### src/rtl/mem_port_arb_pkg.sv
// mem_port_arb_pkg
//   Shared types and constants for the memory-port arbiter:
//   - arb_state_e : arbiter FSM states (IDLE, ISSUE, WAIT, DONE), 2-bit encoding
//   - owner_e     : which requester owns the access (OWNER_FETCH=0, OWNER_DATA=1)
//   - SETTLE_CNT_W: width of the busy-settle down-counter
package mem_port_arb_pkg;

  typedef enum logic [1:0] {
    IDLE  = 2'd0,
    ISSUE = 2'd1,
    WAIT  = 2'd2,
    DONE  = 2'd3
  } arb_state_e;

  typedef enum logic {
    OWNER_FETCH = 1'b0,
    OWNER_DATA  = 1'b1
  } owner_e;

  localparam int SETTLE_CNT_W = 4;

endpackage

### src/rtl/mem_port_arbiter_pick.sv
// arb_pick
//   Combinational grant chooser for the memory-port arbiter. Keeps the
//   arbitration policy out of the FSM.
//   Build option: MEM_PORT_ARB_RR_EN selects round-robin between the two
//   sides when both request; otherwise data has fixed priority over fetch.
//   Ports:
//     ifetch_req  in  fetch side request
//     data_req    in  data side request
//     last_grant  in  owner of the most recently completed access
//     grant_valid out at least one request pending
//     grant_owner out side that would be granted
module arb_pick
  import mem_port_arb_pkg::*;
(
  input  logic   ifetch_req,
  input  logic   data_req,
  input  owner_e last_grant,
  output logic   grant_valid,
  output owner_e grant_owner
);

`ifdef MEM_PORT_ARB_RR_EN
  always_comb begin
    grant_valid = ifetch_req | data_req;
    grant_owner = OWNER_FETCH;
    if (ifetch_req && data_req) begin
      // Contention: hand the port to whoever did not have it last.
      grant_owner = (last_grant == OWNER_DATA) ? OWNER_FETCH : OWNER_DATA;
    end else if (data_req) begin
      grant_owner = OWNER_DATA;
    end
  end
`else
  // Fixed priority: last_grant is tracked by the FSM but not consulted here.
  logic unused_last_grant;
  assign unused_last_grant = last_grant;

  always_comb begin
    grant_valid = ifetch_req | data_req;
    grant_owner = data_req ? OWNER_DATA : OWNER_FETCH;
  end
`endif

endmodule

### src/rtl/mem_port_arbiter.sv
// mem_port_arbiter
//   Shares one memory-controller port between the instruction-fetch side and
//   the data side of the MMU. Requests are serialised, the command is held
//   stable while the controller works, and read data is returned to the
//   owner together with a one-cycle ack pulse.
//   Build option: MEM_PORT_ARB_RR_EN (see arb_pick) enables round-robin
//   arbitration; default is data-over-fetch fixed priority.
//   Parameters: BUSY_SETTLE (1..15 cycles before dev_mem_busy is trusted),
//               ADDR_W, DATA_W.
//   Ports:
//     clk, rst (asynchronous, active-low)
//     ifetch_req/ifetch_addr -> ifetch_rdata/ifetch_ack
//     data_req/data_is_write/data_addr/data_wdata -> data_rdata/data_ack
//     dev_mem_addr/dev_mem_data_out/dev_mem_is_write -> controller
//     dev_mem_data_in/dev_mem_busy <- controller
module mem_port_arbiter
  import mem_port_arb_pkg::*;
#(
  parameter int BUSY_SETTLE = 1,
  parameter int ADDR_W      = 32,
  parameter int DATA_W      = 32
) (
  input  logic              clk,
  input  logic              rst,
  input  logic              ifetch_req,
  input  logic [ADDR_W-1:0] ifetch_addr,
  output logic [DATA_W-1:0] ifetch_rdata,
  output logic              ifetch_ack,
  input  logic              data_req,
  input  logic              data_is_write,
  input  logic [ADDR_W-1:0] data_addr,
  input  logic [DATA_W-1:0] data_wdata,
  output logic [DATA_W-1:0] data_rdata,
  output logic              data_ack,
  output logic [ADDR_W-1:0] dev_mem_addr,
  output logic [DATA_W-1:0] dev_mem_data_out,
  output logic              dev_mem_is_write,
  input  logic [DATA_W-1:0] dev_mem_data_in,
  input  logic              dev_mem_busy
);

  localparam logic [SETTLE_CNT_W-1:0] SETTLE_LOAD = SETTLE_CNT_W'(BUSY_SETTLE);
  localparam logic [SETTLE_CNT_W-1:0] CNT_ONE     = SETTLE_CNT_W'(1);

  arb_state_e              state_q, state_d;
  logic [SETTLE_CNT_W-1:0] cnt_q, cnt_d;
  owner_e                  owner_q, owner_d;
  owner_e                  last_grant_q, last_grant_d;
  logic [ADDR_W-1:0]       cmd_addr_q, cmd_addr_d;
  logic [DATA_W-1:0]       cmd_wdata_q, cmd_wdata_d;
  logic                    cmd_wr_q, cmd_wr_d;
  logic [DATA_W-1:0]       if_rdata_q, if_rdata_d;
  logic [DATA_W-1:0]       d_rdata_q, d_rdata_d;

  logic   grant_valid;
  owner_e grant_owner;

  arb_pick u_pick (
    .ifetch_req  (ifetch_req),
    .data_req    (data_req),
    .last_grant  (last_grant_q),
    .grant_valid (grant_valid),
    .grant_owner (grant_owner)
  );

  always_comb begin
    state_d          = state_q;
    cnt_d            = cnt_q;
    owner_d          = owner_q;
    last_grant_d     = last_grant_q;
    cmd_addr_d       = cmd_addr_q;
    cmd_wdata_d      = cmd_wdata_q;
    cmd_wr_d         = cmd_wr_q;
    if_rdata_d       = if_rdata_q;
    d_rdata_d        = d_rdata_q;
    ifetch_ack       = 1'b0;
    data_ack         = 1'b0;
    dev_mem_is_write = 1'b0;

    case (state_q)
      IDLE: begin
        // A busy controller blocks new grants; the request simply waits.
        if (grant_valid && !dev_mem_busy) begin
          owner_d = grant_owner;
          if (grant_owner == OWNER_DATA) begin
            cmd_addr_d  = data_addr;
            cmd_wdata_d = data_wdata;
            cmd_wr_d    = data_is_write;
          end else begin
            cmd_addr_d  = ifetch_addr;
            cmd_wdata_d = '0;
            cmd_wr_d    = 1'b0;
          end
          cnt_d   = SETTLE_LOAD;
          state_d = ISSUE;
        end
      end

      ISSUE: begin
        // Controller's busy response is not yet valid here, so it is ignored.
        dev_mem_is_write = cmd_wr_q;
        if (cnt_q != '0) begin
          cnt_d = cnt_q - CNT_ONE;
        end
        if (cnt_q <= CNT_ONE) begin
          state_d = WAIT;
        end
      end

      WAIT: begin
        dev_mem_is_write = cmd_wr_q;
        if (!dev_mem_busy) begin
          // Writes also capture the bus; the requester treats it as don't-care.
          if (owner_q == OWNER_DATA) begin
            d_rdata_d = dev_mem_data_in;
          end else begin
            if_rdata_d = dev_mem_data_in;
          end
          state_d = DONE;
        end
      end

      DONE: begin
        ifetch_ack   = (owner_q == OWNER_FETCH);
        data_ack     = (owner_q == OWNER_DATA);
        last_grant_d = owner_q;
        state_d      = IDLE;
      end

      default: begin
        state_d = IDLE;
      end
    endcase
  end

  always_ff @(posedge clk or negedge rst) begin
    if (!rst) begin
      state_q      <= IDLE;
      cnt_q        <= '0;
      owner_q      <= OWNER_FETCH;
      last_grant_q <= OWNER_FETCH;
      cmd_addr_q   <= '0;
      cmd_wdata_q  <= '0;
      cmd_wr_q     <= 1'b0;
      if_rdata_q   <= '0;
      d_rdata_q    <= '0;
    end else begin
      state_q      <= state_d;
      cnt_q        <= cnt_d;
      owner_q      <= owner_d;
      last_grant_q <= last_grant_d;
      cmd_addr_q   <= cmd_addr_d;
      cmd_wdata_q  <= cmd_wdata_d;
      cmd_wr_q     <= cmd_wr_d;
      if_rdata_q   <= if_rdata_d;
      d_rdata_q    <= d_rdata_d;
    end
  end

  assign dev_mem_addr     = cmd_addr_q;
  assign dev_mem_data_out = cmd_wdata_q;
  assign ifetch_rdata     = if_rdata_q;
  assign data_rdata       = d_rdata_q;

endmodule
### config.mk
export PLATFORM = sky130hd
export DESIGN_NAME = mem_port_arbiter
export DESIGN_NICKNAME = d
export VERILOG_FILES = /design/src/rtl/mem_port_arb_pkg.sv /design/src/rtl/mem_port_arbiter_pick.sv /design/src/rtl/mem_port_arbiter.sv
export SDC_FILE = /design/constraint.sdc
export NUM_CORES = 1
export LEC_CHECK = 0
export ABC_AREA = 1
export CAP_MARGIN = 25
export CORE_AREA = 8 8 122 124
export CTS_CLUSTER_SIZE = 8
export DETAILED_ROUTE_END_ITERATION = 7
export DIE_AREA = 0 0 130 132
export PLACE_DENSITY = 0.9
export SLEW_MARGIN = 20
export SYNTH_ARGS = -nofsm -noshare
export SYNTH_HDL_FRONTEND = slang
export SYNTH_SLANG_ARGS = --single-unit
### constraint.sdc
create_clock -name clk -period 3.85 [get_ports clk]
set_input_delay 0.5775 -clock clk [delete_from_list [all_inputs] [get_ports clk]]
set_output_delay 0.5775 -clock clk [all_outputs]
set_load 0.005 [all_outputs]
==> impl_metrics.prom, run 1 <==
# TYPE chip_impl_metric gauge
chip_impl_info{name="result_of_the_run",value="finished, final reports clean"} 1
chip_impl_metric{name="synth.ff_latch_count",unit=""} 136
chip_impl_metric{name="layout_worst_path_cycle_share",unit=""} 0.628
chip_impl_metric{name="cts_num_sinks",unit=""} 136
chip_impl_metric{name="design.portCount",unit=""} 265
chip_impl_metric{name="clock_tree.buffer_depth",unit=""} 2
chip_impl_metric{name="std_cell_rows",unit=""} 42
chip_impl_metric{name="post_synth.cell_area_avg",unit="um2"} 9.10
chip_impl_metric{name="post_cts_resize_count",unit=""} 0
chip_impl_metric{name="grt_util_met1",unit=""} 0.227
chip_impl_metric{name="cell_internal_pwr",unit="mW"} 4.75
chip_impl_metric{name="port-buffer-count",unit=""} 264
chip_impl_info{name="grt-busiest-layer",value="met2"} 1
chip_impl_metric{name="finalSetupViolations",unit=""} 0
chip_impl_info{name="clockRootBuffer",value="clkbuf_16"} 1
chip_impl_metric{name="power.combinational.fraction",unit=""} 0.398
chip_impl_metric{name="via_count",unit=""} 5176
chip_impl_metric{name="worst_skew_pair.late_latency",unit="ns"} 0.41
chip_impl_metric{name="cts_htree_levels",unit=""} 4
chip_impl_metric{name="timing.clock.skew",unit="ns"} 0.00521
chip_impl_metric{name="antenna_violating_nets_post_route",unit=""} 0
chip_impl_info{name="tritoncts",value="yes"} 1
chip_impl_metric{name="core-area",unit="um2"} 13000
chip_impl_metric{name="largest_net_degree_at_the_start_of_global_routing",unit=""} 109
chip_impl_metric{name="detail_route.wl_per_cell",unit="um"} 16.6
chip_impl_metric{name="via_count_of_the_first_global_routing_pass",unit=""} 5634
chip_impl_metric{name="count_of_endpoints_failing_hold_in_the_final_timing_report",unit=""} 0
chip_impl_metric{name="remaining_drc_errors",unit=""} 0
chip_impl_metric{name="met2_usage_in_global_routing",unit=""} 0.350
chip_impl_metric{name="grt_overflow_total",unit=""} 0
chip_impl_metric{name="n_fill_cell",unit=""} 958
chip_impl_metric{name="relSlewSlack",unit=""} 0.474
chip_impl_metric{name="p_total",unit="mW"} 6.88
chip_impl_metric{name="cellPowerDensity",unit="nW/um2"} 751
chip_impl_metric{name="fin_nets",unit=""} 1031
chip_impl_metric{name="flow.area_growth_from_synthesis",unit="%"} 59.5
chip_impl_metric{name="antennaDiodeCount",unit=""} 0
chip_impl_metric{name="cts_setup_buffers",unit=""} 0
chip_impl_metric{name="tritoncts.num_buffers",unit=""} 17
chip_impl_metric{name="die_y",unit="um"} 132
chip_impl_metric{name="die_w",unit="um"} 130
chip_impl_metric{name="synthesis.instances",unit=""} 631
chip_impl_info{name="grt_setup_unrepaired",value="false"} 1
chip_impl_metric{name="grt_first_pass_wirelength",unit="um"} 28500
chip_impl_metric{name="synth.distinct_cells",unit=""} 18
chip_impl_metric{name="initial_core_util",unit=""} 0.442
chip_impl_metric{name="timing.setup.tns",unit="ns"} 0
chip_impl_metric{name="power_leakage",unit="nW"} 4.41
chip_impl_info{name="mostFrequentLayoutCell",value="clkdlybuf4s50_1"} 1
chip_impl_metric{name="maxCapViolations",unit=""} 0
chip_impl_metric{name="post_route_cells_drive_above_1_share",unit=""} 0.0843
chip_impl_info{name="hold_path_class",value="input port to async pin"} 1
chip_impl_metric{name="critPathArrivalTime",unit="ns"} 1.84
chip_impl_metric{name="yosysWarnings",unit=""} 0
chip_impl_metric{name="syn_area",unit="um2"} 5740
chip_impl_metric{name="drt_iter0_markers",unit=""} 274
chip_impl_metric{name="worst_vdd_drop",unit="V"} 0.000447
chip_impl_metric{name="drt_wl_total",unit="um"} 17900
chip_impl_metric{name="hold_buffers_post_cts",unit=""} 0
chip_impl_info{name="worst_setup_path_end_kind",value="output port"} 1
chip_impl_metric{name="place_congestion",unit=""} 0.815
chip_impl_metric{name="global_route_usage_over_all_layers",unit=""} 0.212
chip_impl_metric{name="grt_antenna_before_repair",unit=""} 1
chip_impl_metric{name="tightestPinTransition",unit="ns"} 0.789
chip_impl_metric{name="drt-vias-per-instance",unit=""} 4.80
chip_impl_metric{name="dp_hpwl",unit="um"} 13100
chip_impl_metric{name="grt_use_met3",unit=""} 0.0991
chip_impl_metric{name="netSwitchingFraction",unit=""} 0.309
chip_impl_metric{name="postSynthNetCount",unit=""} 773
chip_impl_metric{name="max_freq",unit="GHz"} 0.414
chip_impl_metric{name="critical_path_peak_fanout",unit=""} 4
chip_impl_metric{name="timing.final.max_slew_violations",unit=""} 0
chip_impl_metric{name="tmin_final",unit="ns"} 2.42
chip_impl_metric{name="power.share.clock",unit=""} 0.240
chip_impl_info{name="netlist.top_cell.by_area",value="dfrtp_1"} 1
chip_impl_info{name="layout_common_cells",value="262 x clkdlybuf4s50_1, 256 x nand2_1, 136 x dfrtp_1, 66 x o21ai_0, 45 x inv_1"} 1
chip_impl_metric{name="synthDominantCellAreaShare",unit=""} 0.593
chip_impl_metric{name="share_seq_of_total_power",unit=""} 0.362
chip_impl_info{name="synthTopCellsByArea",value="dfrtp_1 59%, nand2_1 17%, mux2_2 6.3%"} 1
chip_impl_metric{name="required_time_at_the_worst_slack_endpoint",unit="ns"} 3.27
chip_impl_info{name="timing.setup.critical_path_class",value="flip-flop to output port"} 1
chip_impl_metric{name="drt-pass1-iter-count",unit=""} 6
chip_impl_metric{name="die_area",unit="um2"} 17200
chip_impl_metric{name="cts.reportedPaths.clkPinSlew",unit="ns"} 0.06
chip_impl_info{name="setup.worst_path.start_class",value="flip-flop"} 1
chip_impl_metric{name="synth-seq-area-share",unit=""} 0.593
chip_impl_metric{name="finalHoldWorstSlack",unit="ns"} 0.0912
chip_impl_metric{name="total_switching_power",unit="mW"} 2.13
[Yosys cell counts, drive strengths merged]
cell type and n:
or2 1, clkbuf 15, inv 46, mux2 32
nor2 11, buf 18, nand3 38, nand4 2
o21ai 67, dfrtp 136, nand2 256, ha 8
xnor2 1
[logic make-up (layout without fill, tap and decap cells)]
family                   count (synthesis)  after routing  share of synthesized area
AND/OR/NAND/NOR                        308            308                      0.211
AO/OA/AOI/OAI                           67             67                     0.0584
flip-flops                             136            136                      0.593
multiplexers                            32             32                     0.0628
adder cells (fa/ha/maj)                  8              8                     0.0174
buffers and inverters                   79            350                     0.0556
XOR/XNOR                                 1              1                    0.00153
[metal layers]
| layer | wire length [um] | share of wire | up-vias |
|---|---|---|---|
| li1 | - | - | 2505 |
| met1 | 6800 | 0.38 | 2417 |
| met2 | 8710 | 0.49 | 221 |
| met3 | 1920 | 0.11 | 33 |
| met4 | 508 | 0.028 | 0 |
| met5 | 0 | 0 | - |
[worst max-delay path, stage by stage (launching register included)]
cell and delay, ns:
dfrtp_1 0.41, inv_1 0.10, ha_1 0.31, nand2_1 0.05, inv_1 0.04, clkdlybuf4s50_1 0.51
[layout make-up]
cell class	count	area [um2]	area share
inverter	46	173	0.0189
clock buffer	24	492	0.0537
tap	176	220	0.0240
clock inverter	8	118	0.0128
sequential	136	3400	0.372
multi-input combinational	416	2030	0.222
timing repair buffer	272	2720	0.297
[final timing paths]
check | start | to | slack (ns) | cells after the start
min in group clk | dev_mem_addr[30]$_DFFE_PN0P_ | dev_mem_addr[30]$_DFFE_PN0P_ | 0.47 | 2
max reg2reg | state_q[0]$_DFFE_PN0P_ | dev_mem_data_out[10]$_DFFE_PN0P_ | 1.84 | 8
min reg2reg | dev_mem_addr[30]$_DFFE_PN0P_ | dev_mem_addr[30]$_DFFE_PN0P_ | 0.47 | 2
min | rst | ifetch_rdata[28]$_DFFE_PN0P_ | 0.09 | 1
max | state_q[0]$_DFFE_PN0P_ | dev_mem_is_write | 1.43 | 5
max in group asynchronous | rst | dev_mem_addr[6]$_DFFE_PN0P_ | 2.83 | 3
[power by group through the flow]
stage	registers, mW	logic, mW	clock network, mW
3_3_place_gp	2.47	2.67	0
2_1_floorplan	2.51	0.939	0
3_5_place_dp	2.48	2.78	0
4_1_cts	2.49	2.79	1.69
6_report	2.49	2.74	1.65
5_1_grt	2.58	3.05	1.75
[through the flow]
stage	instances	util	instance area [um2]	worst slack [ns]
after global routing	1078	0.706	9160	1.37
after global placement	1045	0.656	8520	1.42
final	1078	0.706	9160	1.43
after detailed placement	1045	0.656	8520	1.32
after CTS	1077	0.703	9130	1.42
after floorplan	631	-	5740	2.40
[registers in the layout (all words and copies together) (netlist names)]
register / cells
cmd_wr_q: 1
state_q: 2
ifetch_rdata: 32
dev_mem_addr: 32
cnt_q: 4
owner_q: 1
dev_mem_data_out: 32
data_rdata: 32
No activity file was read; power rests on OpenSTA's default activity.
==> run 2, diff against run 1 <==
--- a/config.mk
+++ b/config.mk
@@ -7,11 +7,11 @@
 export LEC_CHECK = 0
 export ABC_AREA = 1
 export CAP_MARGIN = 25
-export CORE_AREA = 8 8 122 124
+export CORE_AREA = 8 8 132 134
 export CTS_CLUSTER_SIZE = 8
 export DETAILED_ROUTE_END_ITERATION = 7
-export DIE_AREA = 0 0 130 132
-export PLACE_DENSITY = 0.9
+export DIE_AREA = 0 0 140 142
+export PLACE_DENSITY = 0.81
 export SLEW_MARGIN = 20
 export SYNTH_ARGS = -nofsm -noshare
 export SYNTH_HDL_FRONTEND = slang
==> constraint.sdc (replaced) <==
create_clock -name clk -period 2 [get_ports clk]
set_input_delay 0.3 -clock clk [delete_from_list [all_inputs] [get_ports clk]]
set_output_delay 0.3 -clock clk [all_outputs]
set_load 0.005 [all_outputs]
==> run 2 against run 1 <==
Against the previous run: sequential share of layout area fell by 0.59 points; count of clock-buffer cells in the layout fell by 3; total power rose by 94%; global-route usage fell by 3.3 points; combinational power rose by 97%; utilization fell by 10 points; worst hold slack improved by 0.18 ns; cell area rose by 1.6%; routed wire length fell by 1.5%; flip-flop and latch count did not move; largest cell class unchanged; highest routed layer unchanged.
==> impl_metrics.prom, run 2 (synthesis gave the netlist of run 1 again) <==
# TYPE chip_impl_metric gauge
chip_impl_metric{name="worst_path_largest_cell_delay",unit="ns"} 0.38
chip_impl_metric{name="total_switching_power",unit="mW"} 4.16
chip_impl_metric{name="via_count_of_the_first_global_routing_pass",unit=""} 5241
chip_impl_metric{name="power.share.clock",unit=""} 0.241
chip_impl_metric{name="dp_hpwl",unit="um"} 12800
chip_impl_metric{name="finalSetupViolations",unit=""} 0
chip_impl_metric{name="final_cell_count_no_fill",unit=""} 1100
chip_impl_metric{name="required_time_at_the_worst_slack_endpoint",unit="ns"} 1.70
chip_impl_metric{name="fin_nets",unit=""} 1038
chip_impl_metric{name="initial_core_util",unit=""} 0.372
chip_impl_metric{name="grt_antenna_before_repair",unit=""} 0
chip_impl_metric{name="timing.setup.tns",unit="ns"} 0
chip_impl_metric{name="worst_skew_pair.late_latency",unit="ns"} 0.41
chip_impl_metric{name="antenna_violating_nets_post_route",unit=""} 0
chip_impl_info{name="hold_path_class",value="input port to flip-flop"} 1
chip_impl_metric{name="share_seq_of_total_power",unit=""} 0.355
chip_impl_metric{name="n_fill_cell",unit=""} 1298
chip_impl_info{name="cell_chain_critical_path",value="buf_4 -> inv_2 -> ha_4 -> nand2_1 -> inv_1 -> dlygate4sd2_1"} 1
chip_impl_metric{name="r2r_cells",unit=""} 9
chip_impl_metric{name="cell_internal_pwr",unit="mW"} 9.22
chip_impl_metric{name="largest_net_degree_at_the_start_of_global_routing",unit=""} 66
chip_impl_metric{name="worst_vdd_drop",unit="V"} 0.000858
chip_impl_info{name="result_of_the_run",value="finished, final reports clean"} 1
chip_impl_metric{name="std_cell_rows",unit=""} 46
chip_impl_metric{name="design.portCount",unit=""} 265
chip_impl_metric{name="cts_htree_levels",unit=""} 4
chip_impl_metric{name="placed_cells_incl_taps",unit=""} 1065
chip_impl_metric{name="cp.depth",unit=""} 6
chip_impl_metric{name="drt-vias-per-instance",unit=""} 4.61
chip_impl_metric{name="die_y",unit="um"} 142
chip_impl_metric{name="count_of_endpoints_failing_hold_in_the_final_timing_report",unit=""} 0
chip_impl_metric{name="core-area",unit="um2"} 15400
chip_impl_info{name="tritoncts",value="yes"} 1
chip_impl_metric{name="setup_slack",unit="ns"} 0.156
chip_impl_metric{name="place_congestion",unit=""} 0.774
chip_impl_info{name="cpLargestDelayFamily",value="buffers and inverters"} 1
chip_impl_info{name="worst_setup_path_end_kind",value="output port"} 1
chip_impl_metric{name="cts.reportedPaths.clkPinSlew",unit="ns"} 0.06
chip_impl_metric{name="worst_hold_path.num_cells",unit=""} 3
chip_impl_metric{name="netSwitchingFraction",unit=""} 0.311
chip_impl_metric{name="die_w",unit="um"} 140
chip_impl_metric{name="antennaDiodeCount",unit=""} 0
chip_impl_info{name="setup.worst_path.start_class",value="flip-flop"} 1
chip_impl_metric{name="grt_overflow_total",unit=""} 0
chip_impl_metric{name="critical_path_buf_inv_count",unit=""} 4
chip_impl_metric{name="tmin_final",unit="ns"} 1.84
chip_impl_metric{name="tightestPinTransition",unit="ns"} 0.447
chip_impl_info{name="clockRootBuffer",value="clkbuf_16"} 1
chip_impl_metric{name="clock_tree.buffer_depth",unit=""} 2
chip_impl_metric{name="drt-pass1-iter-count",unit=""} 5
chip_impl_metric{name="power_leakage",unit="nW"} 4.49
chip_impl_metric{name="flow.area_growth_from_synthesis",unit="%"} 62.1
chip_impl_metric{name="power.combinational.fraction",unit=""} 0.404
chip_impl_metric{name="timing.clock.skew",unit="ns"} 0.00988
chip_impl_metric{name="timing.final.max_slew_violations",unit=""} 0
chip_impl_metric{name="cts_num_sinks",unit=""} 136
chip_impl_info{name="timing.setup.critical_path_class",value="flip-flop to output port"} 1
chip_impl_metric{name="post_route_cells_drive_above_1_share",unit=""} 0.0936
chip_impl_info{name="mostFrequentLayoutCell",value="clkdlybuf4s50_1"} 1
chip_impl_metric{name="critical_path_peak_fanout",unit=""} 3
chip_impl_info{name="slowest_stage",value="dfrtp_1"} 1
chip_impl_metric{name="maxCapViolations",unit=""} 0
chip_impl_metric{name="drt_wl_total",unit="um"} 17700
chip_impl_metric{name="p_total",unit="mW"} 13.4
chip_impl_metric{name="tritoncts.num_buffers",unit=""} 17
chip_impl_metric{name="reg2reg_setup_slack",unit="ns"} 0.46
chip_impl_metric{name="drt_iter0_markers",unit=""} 192
chip_impl_metric{name="preCtsSetupSlack",unit="ns"} 0.238
chip_impl_metric{name="layout_worst_path_cycle_share",unit=""} 0.922
chip_impl_metric{name="relSlewSlack",unit=""} 0.702
chip_impl_metric{name="grt_first_pass_wirelength",unit="um"} 27900
chip_impl_metric{name="remaining_drc_errors",unit=""} 0
chip_impl_info{name="layout_common_cells",value="259 x clkdlybuf4s50_1, 256 x nand2_1, 136 x dfrtp_1, 66 x o21ai_0, 44 x inv_1"} 1
chip_impl_metric{name="detail_route.wl_per_cell",unit="um"} 16.1
chip_impl_info{name="grt_setup_unrepaired",value="false"} 1
chip_impl_metric{name="final_core_utilization",unit=""} 0.603
chip_impl_metric{name="via_count",unit=""} 5072
chip_impl_metric{name="port-buffer-count",unit=""} 264
chip_impl_metric{name="critPathArrivalTime",unit="ns"} 1.54
chip_impl_metric{name="global_route_usage_over_all_layers",unit=""} 0.179
chip_impl_metric{name="die_area",unit="um2"} 19900
chip_impl_metric{name="cellPowerDensity",unit="nW/um2"} 1440
chip_impl_metric{name="max_freq",unit="GHz"} 0.542
[run 2: cell count changes in the layout (fill, tap and decap cells not counted), moves of 2 or more]
cell	delta
buf_12	+6
dlygate4sd2_1	+2
clkinv_4	+4
clkinv_2	-3
clkbuf_1	-2
clkdlybuf4s50_1	-3
[run 2: power by group through the flow]
stage / registers, mW / logic [mW] / clock network, mW
6_report: 4.75 / 5.40 / 3.23
5_1_grt: 4.92 / 6.01 / 3.44
4_1_cts: 4.76 / 5.47 / 3.30
3_5_place_dp: 4.78 / 5.39 / 0
3_3_place_gp: 4.74 / 5.26 / 0
2_1_floorplan: 4.83 / 1.81 / 0
[run 2: worst register-to-register path: stages, from the launching register on]
cell and delay, ns:
dfrtp_1 0.38, buf_4 0.14, inv_2 0.08, ha_1 0.21, inv_1 0.11, nand2_1 0.10
nand2_1 0.06, nor2_1 0.26, nand2_1 0.08, nand2_1 0.08
[run 2: cell type report]
class,instances,area [um2],area share
clock inverters,10,145,0.0156
multi-input cells,416,2050,0.220
repair buffers,279,2830,0.304
flip-flops and latches,136,3400,0.366
clock buffers,21,470,0.0506
well taps,192,240,0.0258
inverters,46,173,0.0186
[run 2: metal layers]
metal  wire length [um]  GRT usage  vias to the layer above  share of wire
met3               1770     0.0845                       18           0.10
met1               7200      0.206                     2362           0.41
met2               8410      0.287                      176           0.48
met5                  0          0                        -              0
li1                   -          -                     2516              -
met4                284     0.0657                        0          0.016
[run 2: worst paths after layout]
check,from,endpoint
setup / recovery,state_q[1]$_DFFE_PN0P_,dev_mem_is_write
hold / removal,data_req,dev_mem_data_out[28]$_DFFE_PN0P_
setup reg to reg,state_q[1]$_DFFE_PN0P_,cnt_q[0]$_DFFE_PN0P_
hold reg to reg,dev_mem_data_out[22]$_DFFE_PN0P_,dev_mem_data_out[22]$_DFFE_PN0P_
max in group asynchronous,rst,data_rdata[9]$_DFFE_PN0P_
min in group asynchronous,rst,dev_mem_data_out[16]$_DFFE_PN0P_
[run 2: through the flow]
stage	cell area, um2	hold WS (ns)
4_1_cts	9280	0.263
3_5_place_dp	8650	0.266
5_1_grt	9310	0.270
3_3_place_gp	8650	0.269
6_report	9310	0.274
2_1_floorplan	5740	0.00441
[run 2: what timing repair did]
action,in CTS,in global routing
buffers inserted,2,1
setup endpoints to repair,1,1
endpoints found under the hold margin,43,0
gates resized for setup,2,3
hold buffers,1,0
==> RTL edit 1: new RTL, config.mk and constraints of run 1 <==
Take the reset off `cmd_wdata_q` and load it in a clocked block of its own.
--- a/src/rtl/mem_port_arbiter.sv
+++ b/src/rtl/mem_port_arbiter.sv
@@ -142,3 +142,2 @@
       cmd_addr_q   <= '0;
-      cmd_wdata_q  <= '0;
       cmd_wr_q     <= 1'b0;
@@ -152,3 +151,2 @@
       cmd_addr_q   <= cmd_addr_d;
-      cmd_wdata_q  <= cmd_wdata_d;
       cmd_wr_q     <= cmd_wr_d;
@@ -157,2 +155,6 @@
     end
+  end
+
+  always_ff @(posedge clk) begin
+    cmd_wdata_q <= cmd_wdata_d;
   end
Formal check against the unedited RTL: not equivalent (Yosys sat finds a counterexample within 4 cycles, from zero or initial values and one cycle with rst low).
==> RTL edit 1 against run 1 <==
Synthesized area grew 1.8%; power shrank 11%; wire length shrank 5.8%; sequential cell count is the same; global-route usage shrank 0.94 points; setup slack lost 0.0077 ns; cell area is essentially flat; clock power shrank 11%; critical endpoint unchanged; largest cell class unchanged; largest power group unchanged; highest routed layer unchanged.
==> RTL edit 1: results (changes against run 1) <==
drt-met1-wl_um: 6780  # -0.34%
place.gp.congestion: 0.761  # -6.7%
peakVddDrop_uv: 378  # -15%
drt-initial-drc-count: 206  # -25%
grt_max_degree: 58  # -47%
first_global_vias: 5258  # -6.7%
wl_met2_um: 8220  # -5.6%
antenna_found_initial: 0  # -1
grt_pass1_wl_um: 27200  # -4.6%
drive_gt1_share_pct: 8.99  # +0.56 points
fin_skew_ns: 0.00711  # +0.00190 ns
synth_edf_count: 32  # +32
dp_hpwl_um: 12800  # -1.9%
vias_per_cell: 4.73  # -1.4%
clk_pin_slew_ns: 0.05
syn_nets: 736  # -4.8%
topRoutingLayerUsed: "met4"
synthTopCellsByArea: "dfrtp_1, edfxtp_1, nand2_1"
synthCells: 594  # -5.9%
critPathArrivalTime_ns: 1.85
ys_seq_area_share_pct: 61.0  # +1.7 points
run_status: "finished, final reports clean"
max_slew_margin_pct: 57.7  # +10 points
post-place-cells: 1012  # -3.2%
wl_per_cell_um: 16.2  # -2.8%
cts_setup_buffers: 0  # unchanged
h-tree-depth: 4  # unchanged
hold_path.class: "in -> async"
synth_cell_types: 25  # +7
crit_fanout: 4  # unchanged
firstDrtPassIters: 4  # -2
port_buffers: 264  # unchanged
vias: 4943  # -4.5%
leakage_nw: 4.27  # -3.2%
synthArstFlopShare_pct: 76.5  # -24 points
final.fill_count: 934  # -2.5%
numCtsBuffers: 17  # unchanged
grt_usage_pct: 20.3  # -0.94 points
synthTopCellsByCount: "nand2_1, dfrtp_1, o21ai_0"
wl_met3_um: 1400  # -27%
slowest_delay_ns: 0.52
-- RTL edit 1: cell types whose count changed after synthesis, moves of 9 or more --
cell and change:
clkbuf_1 -9, nand2_1 -66, inv_1 +30, dfrtp_1 -32, o21ai_0 +26, edfxtp_1 +32
nand3_1 -35
-- RTL edit 1: where the power goes --
part | total (mW) | switching [mW] | internal [mW]
Clock | 1.47 | 0.572 | 0.894
Combinational | 2.35 | 1.02 | 1.32
Sequential | 2.33 | 0.292 | 2.04
Total | 6.15 | 1.89 | 4.26
-- RTL edit 1: kinds of logic (layout without fill, tap and decap cells) --
group,count (synthesis),in the layout,share of synthesized area [%]
and+or+nand+nor,211,211,14.3
DFF,136,136,61.0
buffers and inverters,106,380,7.94
AOI/OAI and AO/OA,100,100,8.76
muxes,32,32,6.17
adders and majority gates,8,8,1.71
xor gates and xnor gates,1,1,0.150
-- RTL edit 1: area by class of cell --
class                           count  area, um^2  area share (%)
Inverter                           77         289            3.16
Sequential cell                   136        3560            38.9
Timing Repair Buffer              271        2730            29.8
Tap cell                          176         220            2.41
Multi-Input combinational cell    352        1820            19.8
Clock inverter                      7        43.8           0.478
Clock buffer                       25         497            5.43
-- RTL edit 1: worst max-delay path, delay by kind of cell (launching register included) --
kind	cells	cell delay (ns)
simple gates	1	0.05
flops	1	0.41
buf+inv	3	0.67
fa+ha+maj	1	0.32
-- RTL edit 1: layer usage --
layer  GRT usage, %  vias to the layer above
met5              0                        -
met4           9.23                        0
met3           6.51                       36
met2           33.9                      187
met1           23.0                     2321
li1               -                     2399
-- RTL edit 1: per-stage QoR --
| step | power [mW] | setup slack (ns) | util (%) | hold WS, ns | instance area, um^2 |
|---|---|---|---|---|---|
| finish | 6.15 | 1.43 | 70.5 | 0.157 | 9150 |
| global placement | 4.63 | 1.32 | 66.0 | 0.464 | 8570 |
| global route | 6.58 | 1.28 | 70.5 | 0.195 | 9150 |
| floorplan | 3.22 | 2.27 | - | 0.282 | 5840 |
| CTS | 6.22 | 1.40 | 70.5 | 0.169 | 9150 |
| detailed placement | 4.73 | 1.49 | 66.4 | 0.472 | 8610 |
-- RTL edit 1: worst paths after layout --
path / from / slack [ns] / cells past startpoint / end
min: rst / 0.16 / 1 / dev_mem_addr[30]
max in group asynchronous: rst / 2.71 / 3 / ifetch_rdata[14]
min reg2reg: ifetch_rdata[13] / 0.48 / 2 / ifetch_rdata[13]
min in group clk: ifetch_rdata[13] / 0.48 / 2 / ifetch_rdata[13]
max reg2reg: state_q[0] / 1.78 / 5 / dev_mem_data_out[0]
max: state_q[0] / 1.43 / 5 / dev_mem_is_write
==> RTL edit 2: new RTL, config.mk and constraints of run 1 <==
Without the edit above. `SETTLE_CNT_W`: 4 -> 6.
--- a/src/rtl/mem_port_arb_pkg.sv
+++ b/src/rtl/mem_port_arb_pkg.sv
@@ -19,3 +19,3 @@
 
-  localparam int SETTLE_CNT_W = 4;
+  localparam int SETTLE_CNT_W = 6;
 
Formal check against the unedited RTL: no difference found for any inputs over 4 cycles, from zero or initial values and one cycle with rst low; that may be too few to reach the edited logic, so the function may still have changed.
==> RTL edit 2 against run 1 <==
Power shrank 2.9%; sequential share of layout area is essentially flat; register-to-register slack lost 0.17 ns; sequential cell count grew 2; setup slack gained 0.016 ns; cell area grew 1.5%; wire length grew 1.7%; count of clock-buffer cells in the layout shrank 5; synthesized area grew 3.9%; critical endpoint unchanged; largest cell class unchanged.
==> RTL edit 2: results (changes against run 1) <==
synthTopCellsByArea: "dfrtp_1, nand2_1, o21ai_0"
nets: 1069  # +3.7%
final.fill_count: 968  # +1.0%
max_slew_margin_pct: 41.7  # -5.7 points
grt_pass1_wl_um: 29100  # +2.2%
grt_usage_pct: 22.0  # +0.78 points
synth_top_area_share_pct: 57.9  # -1.4 points
ys_seq_area_share_pct: 57.9  # -1.4 points
vias_per_cell: 4.87  # +1.4%
drt-initial-drc-count: 336  # +23%
run_status: "finished, final reports clean"
drive_gt1_share_pct: 5.31  # -3.1 points
first_global_vias: 5524  # -2.0%
antenna_cells: 0  # unchanged
dp_hpwl_um: 13500  # +3.3%
antenna_found_initial: 0  # -1
numCtsBuffers: 17  # unchanged
place.gp.congestion: 0.831  # +1.9%
synthTopCellsByCount: "nand2_1, dfrtp_1, o21ai_0"
dpl-instance-area_um2: 8710  # +2.3%
peakVddDrop_uv: 499  # +12%
leakage_nw: 4.33  # -1.8%
grt_max_degree: 99  # -9.2%
fin_skew_ns: 0.00534  # +0.000133 ns
clk_path_buf_depth: 2  # unchanged
syn_nets: 819  # +6.0%
firstDrtPassIters: 5  # -1
critPathArrivalTime_ns: 1.82  # -0.02 ns
wl_per_cell_um: 16.3  # -1.9%
RTL edit 2: routing by layer:
layer,global-route usage (%),share of wire [%],up-vias,routed length (um)
li1,-,-,2672,-
met4,9.10,2.6,0,473
met2,37.5,51,181,9390
met3,6.72,6.9,32,1260
met1,24.9,39,2551,7110
met5,0,0,-,0
RTL edit 2: worst max-delay path: stages (launching register included):
cell and delay, ns:
dfrtp_1 0.40, inv_1 0.10, ha_1 0.32, nand2_1 0.06, inv_1 0.05, clkdlybuf4s50_1 0.50
RTL edit 2: worst paths after layout:
check                                      start  cells after the start  slack [ns]               end
worst max-delay path                  state_q[0]                      5        1.45  dev_mem_is_write
worst min-delay path                         rst                      1        0.20   dev_mem_addr[5]
worst max register to register        state_q[0]                      7        1.67   dev_mem_addr[8]
worst min register to register  ifetch_rdata[18]                      2        0.48  ifetch_rdata[18]
max in group asynchronous                    rst                      2        2.72  dev_mem_addr[10]
min in group clk                ifetch_rdata[18]                      2        0.48  ifetch_rdata[18]
RTL edit 2: final cells by class:
class | instances | area, um^2 | area share, %
Clock buffer | 19 | 453 | 4.87
Inverter | 79 | 297 | 3.19
Multi-Input combinational cell | 421 | 2040 | 21.9
Sequential cell | 138 | 3450 | 37.2
Tap cell | 176 | 220 | 2.37
Timing Repair Buffer | 271 | 2700 | 29.1
Clock inverter | 13 | 126 | 1.36
RTL edit 2: logic make-up after synthesis:
group,Yosys count,synth area share [%]
XOR/XNOR,1,0.147
buffers and inverters,119,8.12
AO/OA/AOI/OAI,169,15.7
AND/OR/NAND/NOR,244,16.7
flip-flops,138,57.9
adder cells (fa/ha/maj),7,1.47
RTL edit 2: stage by stage:
stage	setup slack (ns)	instances	util (%)	hold WS, ns	power (mW)
2_1_floorplan	2.34	678	-	0.282	3.46
3_3_place_gp	1.36	1085	67.1	0.465	5.03
3_5_place_dp	1.36	1085	67.1	0.472	5.14
4_1_cts	1.42	1117	71.6	0.226	6.75
5_1_grt	1.34	1117	71.6	0.249	7.12
6_report	1.45	1117	71.6	0.204	6.68
RTL edit 2: where the power goes:
group	switching (mW)	leakage (nW)	total [mW]	internal (mW)
registers	0.363	1.70	2.44	2.07
clock network	0.600	0.284	1.58	0.978
logic	1.14	2.34	2.66	1.52
total	2.10	4.33	6.68	4.58
